==> config.mk <==
export PLATFORM = sky130hd
export DESIGN_NAME = serial_add_controller
export DESIGN_NICKNAME = d
export VERILOG_FILES = /design/src/rtl/adder_ctrl_pkg.sv /design/src/rtl/ripple_carry_adder.sv /design/src/rtl/serial_add_controller.sv
export SDC_FILE = /design/constraint.sdc
export NUM_CORES = 1
export LEC_CHECK = 0
export ABC_AREA = 1
export CORE_ASPECT_RATIO = 0.9
export CORE_MARGIN = 2
export CORE_UTILIZATION = 38
export DETAILED_ROUTE_END_ITERATION = 12
export PLACE_DENSITY = 0.74
export SLEW_MARGIN = 20
export SYNTH_ARGS = -nofsm -noshare
export SYNTH_HDL_FRONTEND = slang
export SYNTH_HIERARCHICAL = 1
export SYNTH_SLANG_ARGS = --single-unit
==> constraint.sdc <==
create_clock -name clk -period 3 [get_ports clk]
set_clock_uncertainty 0.15 [all_clocks]
set_input_delay 0.6 -clock clk [delete_from_list [all_inputs] [get_ports clk]]
set_output_delay 0.6 -clock clk [all_outputs]
set_load 0.01 [all_outputs]
==> src/rtl/adder_ctrl_pkg.sv <==
// adder_ctrl_pkg
//   Shared definitions for the serial add controller: the controller state
//   encoding and the width of one adder pass (one nibble).
package adder_ctrl_pkg;

   localparam int NIBBLE_W = 4;

   typedef enum logic [1:0] {
      IDLE = 2'd0,
      RUN  = 2'd1,
      DONE = 2'd2
   } state_t;

endpackage : adder_ctrl_pkg

==> src/rtl/ripple_carry_adder.sv <==
// ripple_carry_adder
//   Purely combinational NIBBLE_W-bit ripple-carry adder. It is the only
//   adder in the serial add controller and is reused once per pass.
// Ports:
//   a, b  : NIBBLE_W-bit addends
//   cin   : carry in
//   sum   : NIBBLE_W-bit sum
//   carry : carry out of the MSB
module ripple_carry_adder
   import adder_ctrl_pkg::*;
(
   input  logic [NIBBLE_W-1:0] a,
   input  logic [NIBBLE_W-1:0] b,
   input  logic                cin,
   output logic [NIBBLE_W-1:0] sum,
   output logic                carry
);

   // c[i] is the carry into bit i; c[NIBBLE_W] is the carry out.
   logic [NIBBLE_W:0] c;

   assign c[0] = cin;

   genvar gi;
   generate
      for (gi = 0; gi < NIBBLE_W; gi++) begin : g_bit
         assign sum[gi]  = a[gi] ^ b[gi] ^ c[gi];
         assign c[gi+1]  = (a[gi] & b[gi]) | (c[gi] & (a[gi] ^ b[gi]));
      end
   endgenerate

   assign carry = c[NIBBLE_W];

endmodule : ripple_carry_adder

==> src/rtl/serial_add_controller.sv <==
// serial_add_controller
//   Adds (or subtracts) two W-bit operands one nibble per clock using a
//   single 4-bit ripple-carry adder, least significant nibble first.
//   Valid/ready handshake on both the request and the result side.
// Ports:
//   clk, rst       : clock, synchronous active-high reset
//   in_valid/ready : request handshake (in_ready high only while idle)
//   a, b, cin, sub : operands, carry-in, subtract select (sampled on accept)
//   out_valid/ready: result handshake
//   sum, cout      : W-bit result and carry out of the MSB nibble
//   overflow       : two's-complement signed overflow
module serial_add_controller
   import adder_ctrl_pkg::*;
#(
   parameter int NIBBLES = 4
)
(
   input  logic                      clk,
   input  logic                      rst,
   input  logic                      in_valid,
   output logic                      in_ready,
   input  logic [NIBBLE_W*NIBBLES-1:0] a,
   input  logic [NIBBLE_W*NIBBLES-1:0] b,
   input  logic                      cin,
   input  logic                      sub,
   output logic                      out_valid,
   input  logic                      out_ready,
   output logic [NIBBLE_W*NIBBLES-1:0] sum,
   output logic                      cout,
   output logic                      overflow
);

   localparam int W     = NIBBLE_W * NIBBLES;
   localparam int IDX_W = (NIBBLES > 1) ? $clog2(NIBBLES) : 1;
   localparam logic [IDX_W-1:0] LAST_IDX = IDX_W'(NIBBLES - 1);

   state_t            state_reg;
   logic [IDX_W-1:0]  idx_reg;
   logic [W-1:0]      a_reg;
   logic [W-1:0]      b_reg;      // already inverted for subtraction
   logic              carry_reg;

   logic [NIBBLE_W-1:0] add_a;
   logic [NIBBLE_W-1:0] add_b;
   logic [NIBBLE_W-1:0] add_sum;
   logic                add_carry;

   assign add_a = a_reg[idx_reg*NIBBLE_W +: NIBBLE_W];
   assign add_b = b_reg[idx_reg*NIBBLE_W +: NIBBLE_W];

   ripple_carry_adder u_adder (
      .a     (add_a),
      .b     (add_b),
      .cin   (carry_reg),
      .sum   (add_sum),
      .carry (add_carry)
   );

   always_ff @(posedge clk) begin
      if (rst) begin
         state_reg <= IDLE;
         idx_reg   <= '0;
         a_reg     <= '0;
         b_reg     <= '0;
         carry_reg <= 1'b0;
         sum       <= '0;
         cout      <= 1'b0;
         overflow  <= 1'b0;
         out_valid <= 1'b0;
         in_ready  <= 1'b1;
      end else begin
         case (state_reg)
            IDLE: begin
               if (in_valid) begin
                  a_reg     <= a;
                  // Subtraction is a + ~b + 1, so cin is irrelevant then.
                  b_reg     <= sub ? ~b : b;
                  carry_reg <= sub ? 1'b1 : cin;
                  idx_reg   <= '0;
                  in_ready  <= 1'b0;
                  state_reg <= RUN;
               end
            end
            RUN: begin
               sum[idx_reg*NIBBLE_W +: NIBBLE_W] <= add_sum;
               carry_reg <= add_carry;
               idx_reg   <= idx_reg + 1'b1;
               if (idx_reg == LAST_IDX) begin
                  idx_reg   <= '0;
                  cout      <= add_carry;
                  // add_sum MSB is the final sum MSB on the last pass.
                  overflow  <= (a_reg[W-1] == b_reg[W-1]) &&
                               (add_sum[NIBBLE_W-1] != a_reg[W-1]);
                  out_valid <= 1'b1;
                  state_reg <= DONE;
               end
            end
            DONE: begin
               if (out_ready) begin
                  out_valid <= 1'b0;
                  in_ready  <= 1'b1;
                  state_reg <= IDLE;
               end
            end
            default: begin
               state_reg <= IDLE;
               in_ready  <= 1'b1;
               out_valid <= 1'b0;
            end
         endcase
      end
   end

endmodule : serial_add_controller

==> run_results.csv, run 1 <==
group,metric,value,unit
floorplan,placement_rows,29,
setup_path,setup.worst_path.start_class,"register",
sta,final_critical_path_setup_slack,-10.31,ps
place,place_inst,536,
floorplan,num_io_pins,58,
cts,clk-insertion-delay-late,340,ps
hold_path,hold-path-cell-count,2,
outcome,outcome,"finished with violations",
sta,timing.final.setup_violations,1,
sta,min_period_over_period,100.3,%
floorplan,die_width,94.16,microns
hold_path,min_delay_worst_endpoint,"out_valid$_SDFFE_PP0P_",
setup_path,worstPathRequired,3130,ps
setup_path,cp_max_fo,8,
routing,via_per_inst,4.727,
cts,cts_tree,"built",
setup_path,timing.rr.end,"sum[7]$_SDFFE_PP0P_",
synth,netlist-cell-type-count,21,
global_routing,grt_max_degree,30,
sta,smallest_hold_slack,300.1,ps
sta,worst_slew_pin_slew,356.2,ps
layout,finish.net_count,503,
power,power_density,504.7,nW/um^2
routing,dr_total_vias,2614,
setup_path,rr_worst_depth,15,
synth,post_synth_instance_area,2780,sq um
routing,drc,0,
synth,ys_ff_latch,57,
cts,clockRootBuffer,"sky130_fd_sc_hd__clkbuf_8",
cts,htree_levels,3,
sta,slew_viol_final,0,
global_routing,antenna_found_initial,0,
setup_path,timing.critical_path.slowest_cell_delay,420,ps
layout,filler_cell_count,685,
setup_path,cp-end-kind,"register",
power,ir_drop,197.3,uV
global_routing,global_route_wire_length_before_repair,10850,microns
setup_path,cpMostUsedCell,"sky130_fd_sc_hd__inv_2",
setup_path,crit_type,"register to register",
setup_path,reg_to_reg_setup_timing_slack,-10,ps
routing,m1WireLength,2883,microns
layout,antenna_cells,0,
sta,post-route-min-period,3010,ps
floorplan,die-area,8017,sq um
floorplan,dieHeight,85.15,microns
synth,synthesis.nets,441,
cts,clk_pin_slew,70,ps
routing,drt-total-wl,6225,microns
setup_path,worst_path_dominant_cell_family,"adder cells",
setup_path,worst_path_max_delay_cell,"sky130_fd_sc_hd__fa_1",
cts,cts_made_buffers,9,
sta,hold_viol,0,
setup_path,critical_path.n_buffers_inverters,5,
routing,routed_wire_length_per_instance,11.26,microns
hold_path,holdCritStartpoint,"out_valid$_SDFFE_PP0P_",
synth,netlist_instances,393,
run,maxCapViolations,0,
layout,fraction_of_layout_instances_using_a_drive_strength_above_1,11.09,%
routing,top_layer,"met4",
routing,dr.pass1.iters,4,
place,postPlaceCellArea,3460,sq um
layout,fin_area,3682,sq um
synth,yosysSeqAreaShare,41.04,%
layout,layout.cells.most_common_list,"88 x sky130_fd_sc_hd__nor2_1, 83 x sky130_fd_sc_hd__nand2_1, 57 x sky130_fd_sc_hd__clkdlybuf4s50_1, 55 x sky130_fd_sc_hd__dfxtp_1, 33 x sky130_fd_sc_hd__o21ai_0",
hold_path,hold_path_class,"register to register",
sta,timing.fmax,332.2,MHz
floorplan,initial_core_utilization,39.29,%
sta,unrepaired_setup_endpoints_after_global_routing,"yes",
place,hpwlAfterDp,4726,microns
layout,area_grow_syn2layout,32.45,%
setup_path,cp_cell_sequence,"buf_4, o21ai_0, o22ai_1, fa_2, inv_2, fa_1, inv_2, fa_2, inv_2, fa_1, inv_2, nand2_2, nor2_2, nand2_1, a21oi_2",
layout,fin_util,52.04,%
synth,synthesis.area_per_instance,7.074,sq um
cts,numClockSinks,57,
power,total_leakage_power,1.510,nW
global_routing,globalRouteOverflowTotal,0,
layout,multi_input_area,1449,sq um
layout,mostFrequentLayoutCell,"sky130_fd_sc_hd__nor2_1",
place,port-buffer-count,57,
cts,cts.path.max_buffers,2,
routing,route.met2.wl,2990,microns
place,place_congestion,0.8695,
layout,area.sequential,1146,sq um
routing,dr.first_iter.drc_count,112,
global_routing,first_global_vias,2452,
routing,route.met3.wl,308,microns
floorplan,design.core.area,7076,sq um
setup_path,r2r_start,"idx_reg[0]$_SDFFE_PP0P_",
sta,max-slew-margin-rel,76.23,%
synth,yosysWarnings,6,
layout,post_layout_nonfiller_instances,553,
routing,drtAntennaViolNets,0,
setup_path,cp_data_arrival_time,3140,ps
outcome,failed_checks,"negative setup slack",
global_routing,track_usage,17.26,%
[layer usage]
metal,global-route usage (%),vias to the layer above
li1,-,1360
met1,21.25,1180
met2,28.05,68
met3,6.927,6
met4,4.743,0
met5,0,-
[worst max-delay path by stage]
stage,startpoint,end,slack [ps],depth (start not counted)
after floorplan,idx_reg[0]$_SDFFE_PP0P_,sum[7]$_SDFFE_PP0P_,10,16
after global placement,idx_reg[0]$_SDFFE_PP0P_,sum[15]$_SDFFE_PP0P_,-9,15
after detailed placement,idx_reg[0]$_SDFFE_PP0P_,sum[15]$_SDFFE_PP0P_,-210,15
after CTS,idx_reg[0]$_SDFFE_PP0P_,sum[15]$_SDFFE_PP0P_,10,15
after global routing,idx_reg[0]$_SDFFE_PP0P_,sum[7]$_SDFFE_PP0P_,-130,15
final,idx_reg[0]$_SDFFE_PP0P_,sum[7]$_SDFFE_PP0P_,-10,15
[through the flow]
step                total power, mW  TNS [ps]  setup slack (ps)
detailed placement            1.219    -841.6            -207.6
global placement              1.210    -17.15            -9.056
finish                        1.858    -10.31            -10.31
floorplan                     1.083         0             11.99
global route                  1.967    -455.2            -131.7
CTS                           1.856         0             12.58
[worst reg2reg max path: cells and delay by family, from the launching register on]
| family | cells | cell delay, ps |
|---|---|---|
| and+or+nand+nor | 3 | 250 |
| DFF | 1 | 380 |
| buffers and inverters | 5 | 410 |
| adders and majority gates | 4 | 1300 |
| AOI/OAI and AO/OA | 3 | 460 |
[cell type report]
type | count | area share, %
Sequential cell | 57 | 31.12
Clock buffer | 13 | 4.315
Inverter | 30 | 3.160
Tap cell | 93 | 3.160
Clock inverter | 3 | 0.4077
Timing Repair Buffer | 70 | 18.48
Multi-Input combinational cell | 287 | 39.35
[cells by family after synthesis]
| logic type | after synthesis | synth area share [%] |
|---|---|---|
| simple gates | 196 | 28.26 |
| compound gates | 65 | 12.06 |
| flops | 57 | 41.04 |
| buf+inv | 49 | 8.010 |
| xor+xnor | 16 | 5.040 |
| fa+ha+maj | 10 | 5.581 |
[cell usage after synthesis]
cell	n	area, sq um
sky130_fd_sc_hd__nand4_1	4	25.02
sky130_fd_sc_hd__inv_2	1	3.750
sky130_fd_sc_hd__nand3_1	11	55.05
sky130_fd_sc_hd__clkbuf_1	7	26.28
sky130_fd_sc_hd__buf_2	7	35.03
sky130_fd_sc_hd__nand2_1	84	315.3
sky130_fd_sc_hd__nor2_1	91	341.6
sky130_fd_sc_hd__o22ai_1	8	50.05
sky130_fd_sc_hd__nand2_4	1	11.26
sky130_fd_sc_hd__ha_1	6	75.07
sky130_fd_sc_hd__buf_4	2	15.01
sky130_fd_sc_hd__xnor2_1	16	140.1
sky130_fd_sc_hd__inv_1	29	108.9
sky130_fd_sc_hd__fa_1	4	80.08
sky130_fd_sc_hd__a21oi_1	22	110.1
sky130_fd_sc_hd__o21ai_0	35	175.2
sky130_fd_sc_hd__nor2_2	3	18.77
sky130_fd_sc_hd__dfxtp_1	57	1141
sky130_fd_sc_hd__nand3b_1	1	7.510
sky130_fd_sc_hd__nor2_4	1	11.26
sky130_fd_sc_hd__buf_6	3	33.78
[report_power, final]
group	total (mW)	internal [mW]	switching (mW)	leakage (nW)
Clock	0.637	0.341	0.296	0.0932
Sequential	0.842	0.807	0.0349	0.469
Combinational	0.380	0.177	0.202	0.948
Total	1.86	1.33	0.533	1.51
[repair_timing]
action	CTS	global route
endpoints found under the setup margin	5	5
buffers inserted	0	1
resized for setup	8	13
endpoints found under the hold margin	0	0
hold buffers	0	0
pin swaps	0	7
(Power assumes the default switching activity.)
==> run 2, diff against run 1 <==
PLACE_DENSITY = 0.71   (was 0.74)
SKIP_CTS_REPAIR_TIMING = 1   (was unset)
clock period = 3.1 ns   (was 3 ns; I/O delays follow)
==> run 2 against run 1 <==
The run now ends clean. Total power fell by 1.5%. Combinational power is 4% lower. Non-clock buffer count up 1. Utilization decreased by 0.16 points. Clock power increased by 2%. Final area shrank 0.31%. Wire length fell by 0.18%. Fmax rose by 1.1%. Setup slack better by 130 ps. Via count decreased by 1.4%. Global-route usage down 0.54 points. Sequential cell count is the same.
==> run_results.csv, run 2 (synthesis results as in run 1) <==
group,metric,value,unit
outcome,outcome,"finished, final reports clean",
power,p_sw,0.5028,mW
place,port-buffer-count,57,
sta,max-slew-margin-rel,69.62,%
routing,dr.first_iter.drc_count,88,
cts,numClockSinks,57,
run,maxCapViolations,0,
place,hpwlAfterDp,4616,microns
global_routing,first_global_vias,2451,
routing,drt-total-wl,6214,microns
global_routing,globalRouteOverflowTotal,0,
layout,fin_area,3671,sq um
power,power_switching_share,27.47,%
setup_path,setup.worst_path.start_class,"register",
cts,clk-insertion-delay-late,340,ps
sta,worst_slew_pin_slew,455.1,ps
setup_path,rr_worst_depth,14,
power,power.share.sequential,44.5,%
floorplan,die_width,94.16,microns
routing,dr.pass1.iters,4,
global_routing,track_usage,16.72,%
sta,timing.fmax,335.7,MHz
layout,area_grow_syn2layout,32.04,%
power,pwr-share-clk,35.6,%
layout,fraction_of_layout_instances_using_a_drive_strength_above_1,9.328,%
setup_path,reg_to_reg_setup_timing_slack,120,ps
floorplan,design.core.area,7076,sq um
cts,cts_tree,"built",
sta,hold_viol,0,
routing,dr_total_vias,2578,
setup_path,cp-end-kind,"register",
power,internal_power,1.328,mW
cts,cts.path.max_buffers,2,
floorplan,die-area,8017,sq um
setup_path,cp_data_arrival_time,3090,ps
routing,route.met2.wl,3094,microns
layout,antenna_cells,0,
layout,fin_util,51.88,%
power,ir_drop,195.6,uV
cts,cts_made_buffers,9,
setup_path,timing.rr.end,"sum[15]$_SDFFE_PP0P_",
setup_path,cp_max_fo,7,
routing,route.met3.wl,311,microns
sta,slew_viol_final,0,
floorplan,placement_rows,29,
routing,drtAntennaViolNets,0,
setup_path,worstPathRequired,3210,ps
floorplan,num_io_pins,58,
power,power_density,498.6,nW/um^2
layout,filler_cell_count,690,
place,place_congestion,0.8428,
floorplan,dieHeight,85.15,microns
global_routing,antenna_found_initial,0,
layout,mostFrequentLayoutCell,"sky130_fd_sc_hd__nor2_1",
routing,top_layer,"met4",
sta,min_period_over_period,96.10,%
global_routing,grt_max_degree,31,
setup_path,crit_type,"register to register",
routing,m1WireLength,2749,microns
sta,smallest_hold_slack,296.3,ps
hold_path,hold_path_class,"register to register",
place,postPlaceCellArea,3447,sq um
layout,finish.net_count,504,
layout,layout.cells.most_common_list,"90 x sky130_fd_sc_hd__nor2_1, 84 x sky130_fd_sc_hd__nand2_1, 57 x sky130_fd_sc_hd__clkdlybuf4s50_1, 56 x sky130_fd_sc_hd__dfxtp_1, 32 x sky130_fd_sc_hd__o21ai_0",
setup_path,crit_path_end,"sum[15]$_SDFFE_PP0P_",
global_routing,global_route_wire_length_before_repair,10470,microns
cts,clockRootBuffer,"sky130_fd_sc_hd__clkbuf_8",
floorplan,initial_core_utilization,39.29,%
power,combPwrFrac,20.0,%
power,total_leakage_power,1.522,nW
setup_path,r2r_start,"idx_reg[0]$_SDFFE_PP0P_",
routing,drc,0,
sta,timing.final.setup_violations,0,
routing,routed_wire_length_per_instance,11.22,microns
cts,clk_pin_slew,60,ps
setup_path,critPathLaunch,"idx_reg[0]$_SDFFE_PP0P_",
sta,post-route-min-period,2979,ps
routing,via_per_inst,4.653,
cts,htree_levels,3,
run 2: cell types whose count changed in the layout (fill, tap and decap cells not counted), sizes merged:
cell and change:
clkinv -1, buf +1, clkinvlp -1, clkbuf +1
inv +1
run 2: per-layer routing:
| metal | vias up | global-route usage (%) |
|---|---|---|
| li1 | 1359 | - |
| met1 | 1148 | 19.59 |
| met2 | 65 | 28.38 |
| met3 | 6 | 5.417 |
| met4 | 0 | 6.456 |
| met5 | - | 0 |
run 2: area by class of cell:
cell class                      instances  area, sq um  area share, %
Clock buffer                           14        182.7          4.976
Clock inverter                          2        10.01         0.2727
Inverter                               30        112.6          3.067
Multi-Input combinational cell        287         1429          38.92
Sequential cell                        57         1145          31.19
Tap cell                               93        116.4          3.170
Timing Repair Buffer                   71        675.6          18.40
run 2: worst min path at each step:
stage                                 startpoint                      to  slack [ps]  depth (start not counted)
after floorplan           a_reg[10]$_SDFFE_PP0P_  a_reg[10]$_SDFFE_PP0P_         300                          2
after global placement    out_valid$_SDFFE_PP0P_  out_valid$_SDFFE_PP0P_         290                          2
after detailed placement  out_valid$_SDFFE_PP0P_  out_valid$_SDFFE_PP0P_         290                          2
after CTS                 out_valid$_SDFFE_PP0P_  out_valid$_SDFFE_PP0P_         300                          2
after global routing      out_valid$_SDFFE_PP0P_  out_valid$_SDFFE_PP0P_         320                          2
final                     out_valid$_SDFFE_PP0P_  out_valid$_SDFFE_PP0P_         300                          2
run 2: power groups by stage:
stage / Clock, mW / Combinational (mW) / Sequential [mW]
floorplan: 0 / 0.227 / 0.821
global placement: 0 / 0.332 / 0.828
detailed placement: 0 / 0.341 / 0.829
CTS: 0.665 / 0.342 / 0.814
global route: 0.708 / 0.412 / 0.819
finish: 0.651 / 0.366 / 0.814
run 2: critical path, stage by stage, from the launching register on:
cell                      delay, ps
sky130_fd_sc_hd__dfxtp_4        360
sky130_fd_sc_hd__o21ai_0        210
sky130_fd_sc_hd__o22ai_1        140
sky130_fd_sc_hd__fa_1           420
sky130_fd_sc_hd__inv_1           70
sky130_fd_sc_hd__fa_1           160
sky130_fd_sc_hd__inv_1           50
sky130_fd_sc_hd__fa_1           370
sky130_fd_sc_hd__inv_2           70
sky130_fd_sc_hd__fa_1           420
sky130_fd_sc_hd__inv_2          100
sky130_fd_sc_hd__nand2_1         80
sky130_fd_sc_hd__nor2_2         110
sky130_fd_sc_hd__nand2_1         70
sky130_fd_sc_hd__a21oi_1        130
run 2: per-stage QoR:
| step | setup TNS (ps) | instances | setup slack, ps | total power, mW |
|---|---|---|---|---|
| after floorplan | 0 | 393 | 43.33 | 1.048 |
| after global placement | 0 | 536 | 70.19 | 1.161 |
| after detailed placement | -163.9 | 536 | -86.15 | 1.171 |
| after CTS | -186.5 | 552 | -97.60 | 1.821 |
| after global routing | -166.8 | 554 | -73.65 | 1.940 |
| final | 0 | 554 | 121.0 | 1.830 |
==> run 3, diff against run 2 <==
CORE_ASPECT_RATIO = unset   (was 0.9)
==> run 3 against run 2 <==
Register-to-register slack gained 20 ps. Sequential share of layout area shrank 0.19 points. Total power grew 5.0%. Sequential power is essentially flat. Sequential cell count is the same. Via count shrank 2.3%.
==> run_results.csv, run 3 (synthesis results as in run 1) <==
group,metric,value,unit
cts,cts_tree,"built",
layout,filler_cell_count,733,
setup_path,cp-end-kind,"register",
routing,drt-total-wl,6076,microns
layout,mostFrequentLayoutCell,"sky130_fd_sc_hd__nor2_1",
cts,htree_levels,3,
sta,min_period_over_period,95.48,%
global_routing,global_route_wire_length_before_repair,10160,microns
power,total_leakage_power,1.518,nW
floorplan,die-area,8017,sq um
global_routing,track_usage,16.62,%
place,hpwlAfterDp,4484,microns
global_routing,grt_max_degree,40,
setup_path,cp_max_fo,8,
routing,dr.first_iter.drc_count,70,
floorplan,design.core.area,7176,sq um
sta,final.setup.tns,0,ps
floorplan,num_io_pins,58,
routing,routed_wire_length_per_instance,10.89,microns
layout,layout.cells.most_common_list,"89 x sky130_fd_sc_hd__nor2_1, 84 x sky130_fd_sc_hd__nand2_1, 57 x sky130_fd_sc_hd__clkdlybuf4s50_1, 56 x sky130_fd_sc_hd__dfxtp_1, 32 x sky130_fd_sc_hd__o21ai_0",
setup_path,reg_to_reg_setup_timing_slack,140,ps
sta,timing.fmax,337.9,MHz
setup_path,crit_type,"register to register",
hold_path,min_delay_worst_endpoint,"out_valid$_SDFFE_PP0P_",
floorplan,die_width,89.54,microns
setup_path,setup.worst_path.start_class,"register",
sta,hold_viol,0,
global_routing,globalRouteOverflowTotal,0,
cts,clockRootBuffer,"sky130_fd_sc_hd__clkbuf_8",
power,total_power,1.922,mW
setup_path,cp_data_arrival_time,3070,ps
global_routing,first_global_vias,2372,
setup_path,timing.rr.end,"sum[7]$_SDFFE_PP0P_",
hold_path,holdCritStartpoint,"out_valid$_SDFFE_PP0P_",
hold_path,hold-path-cell-count,2,
run,maxCapViolations,0,
cts,clk-insertion-delay-late,340,ps
cts,cts_made_buffers,9,
sta,worst_slew_pin_slew,364.8,ps
layout,antenna_cells,0,
global_routing,antenna_found_initial,0,
hold_path,hold_path_class,"register to register",
layout,area_grow_syn2layout,32.85,%
power,power_density,520.2,nW/um^2
cts,numClockSinks,57,
layout,finish.net_count,502,
sta,max-slew-margin-rel,75.42,%
floorplan,initial_core_utilization,38.74,%
cts,clk_pin_slew,70,ps
routing,dr_total_vias,2518,
floorplan,dieHeight,89.54,microns
power,ir_drop,230.2,uV
sta,slew_viol_final,0,
outcome,outcome,"finished, final reports clean",
setup_path,worstPathRequired,3210,ps
layout,fin_area,3694,sq um
sta,timing.final.setup_violations,0,
place,postPlaceCellArea,3440,sq um
routing,via_per_inst,4.513,
sta,post-route-min-period,2960,ps
place,place_congestion,0.9116,
setup_path,r2r_start,"idx_reg[0]$_SDFFE_PP0P_",
sta,smallest_hold_slack,292.7,ps
place,port-buffer-count,57,
routing,drc,0,
routing,dr.pass1.iters,4,
cts,cts.path.max_buffers,2,
routing,drtAntennaViolNets,0,
layout,fraction_of_layout_instances_using_a_drive_strength_above_1,9.150,%
floorplan,placement_rows,31,
setup_path,rr_worst_depth,15,
==> run 3: changes by cell type in the layout (fill, tap and decap cells not counted), moves of 2 or more <==
cell	before	now
sky130_fd_sc_hd__inv_2	5	3
sky130_fd_sc_hd__bufinv_16	0	2
sky130_fd_sc_hd__buf_4	14	11
sky130_fd_sc_hd__clkbuf_8	13	9
sky130_fd_sc_hd__inv_1	25	27
==> run 3: metal layers <==
layer / wire length (microns) / GRT usage [%] / vias up
met5: 0 / 0 / -
li1: - / - / 1357
met4: 101 / 6.377 / 0
met3: 275 / 4.986 / 9
met1: 2750 / 18.92 / 1098
met2: 2948 / 29.16 / 54
==> run 3: stage by stage <==
| stage | utilization [%] | setup WS (ps) | instances |
|---|---|---|---|
| global placement | 47.93 | 91.29 | 540 |
| detailed placement | 47.93 | -50.27 | 540 |
| floorplan | - | 43.33 | 393 |
| CTS | 50.86 | -94.38 | 556 |
| global route | 51.47 | -24.24 | 558 |
| finish | 51.47 | 140.2 | 558 |
==> run 3: worst max path at each step <==
stage | slack (ps) | endpoint | from | cells past startpoint
5_1_grt | -20 | sum[7]$_SDFFE_PP0P_ | idx_reg[0]$_SDFFE_PP0P_ | 15
6_report | 140 | sum[7]$_SDFFE_PP0P_ | idx_reg[0]$_SDFFE_PP0P_ | 15
3_3_place_gp | 90 | sum[15]$_SDFFE_PP0P_ | idx_reg[0]$_SDFFE_PP0P_ | 15
4_1_cts | -90 | sum[7]$_SDFFE_PP0P_ | idx_reg[0]$_SDFFE_PP0P_ | 15
2_1_floorplan | 40 | sum[7]$_SDFFE_PP0P_ | idx_reg[1]$_SDFFE_PP0P_ | 16
3_5_place_dp | -50 | sum[7]$_SDFFE_PP0P_ | idx_reg[0]$_SDFFE_PP0P_ | 15
==> run 3: critical path, stage by stage, from the launching register on <==
cell                      delay, ps
sky130_fd_sc_hd__dfxtp_4        390
sky130_fd_sc_hd__inv_2           90
sky130_fd_sc_hd__o21ai_2        130
sky130_fd_sc_hd__o22ai_2        100
sky130_fd_sc_hd__fa_2           390
sky130_fd_sc_hd__inv_1           70
sky130_fd_sc_hd__fa_1           150
sky130_fd_sc_hd__inv_1           50
sky130_fd_sc_hd__fa_1           360
sky130_fd_sc_hd__inv_1           80
sky130_fd_sc_hd__fa_1           420
sky130_fd_sc_hd__inv_2          110
sky130_fd_sc_hd__nand2_1         70
sky130_fd_sc_hd__nor2_2         120
sky130_fd_sc_hd__nand2_1         60
sky130_fd_sc_hd__a21oi_1        140
==> run 3: report_power, final <==
part | leakage, nW | internal [mW] | switching (mW)
clock network | 0.106 | 0.448 | 0.294
logic | 0.943 | 0.172 | 0.195
registers | 0.469 | 0.781 | 0.0322
total | 1.52 | 1.40 | 0.521
==> run 3: cell type report <==
class	count	area (sq um)	area share, %
multi-input combinational	287	1438	38.92
sequential	57	1145	31.00
timing repair buffer	69	664.4	17.99
clock buffer	10	127.6	3.455
tap	99	123.9	3.354
inverter	30	112.6	3.049
clock inverter	6	82.58	2.236
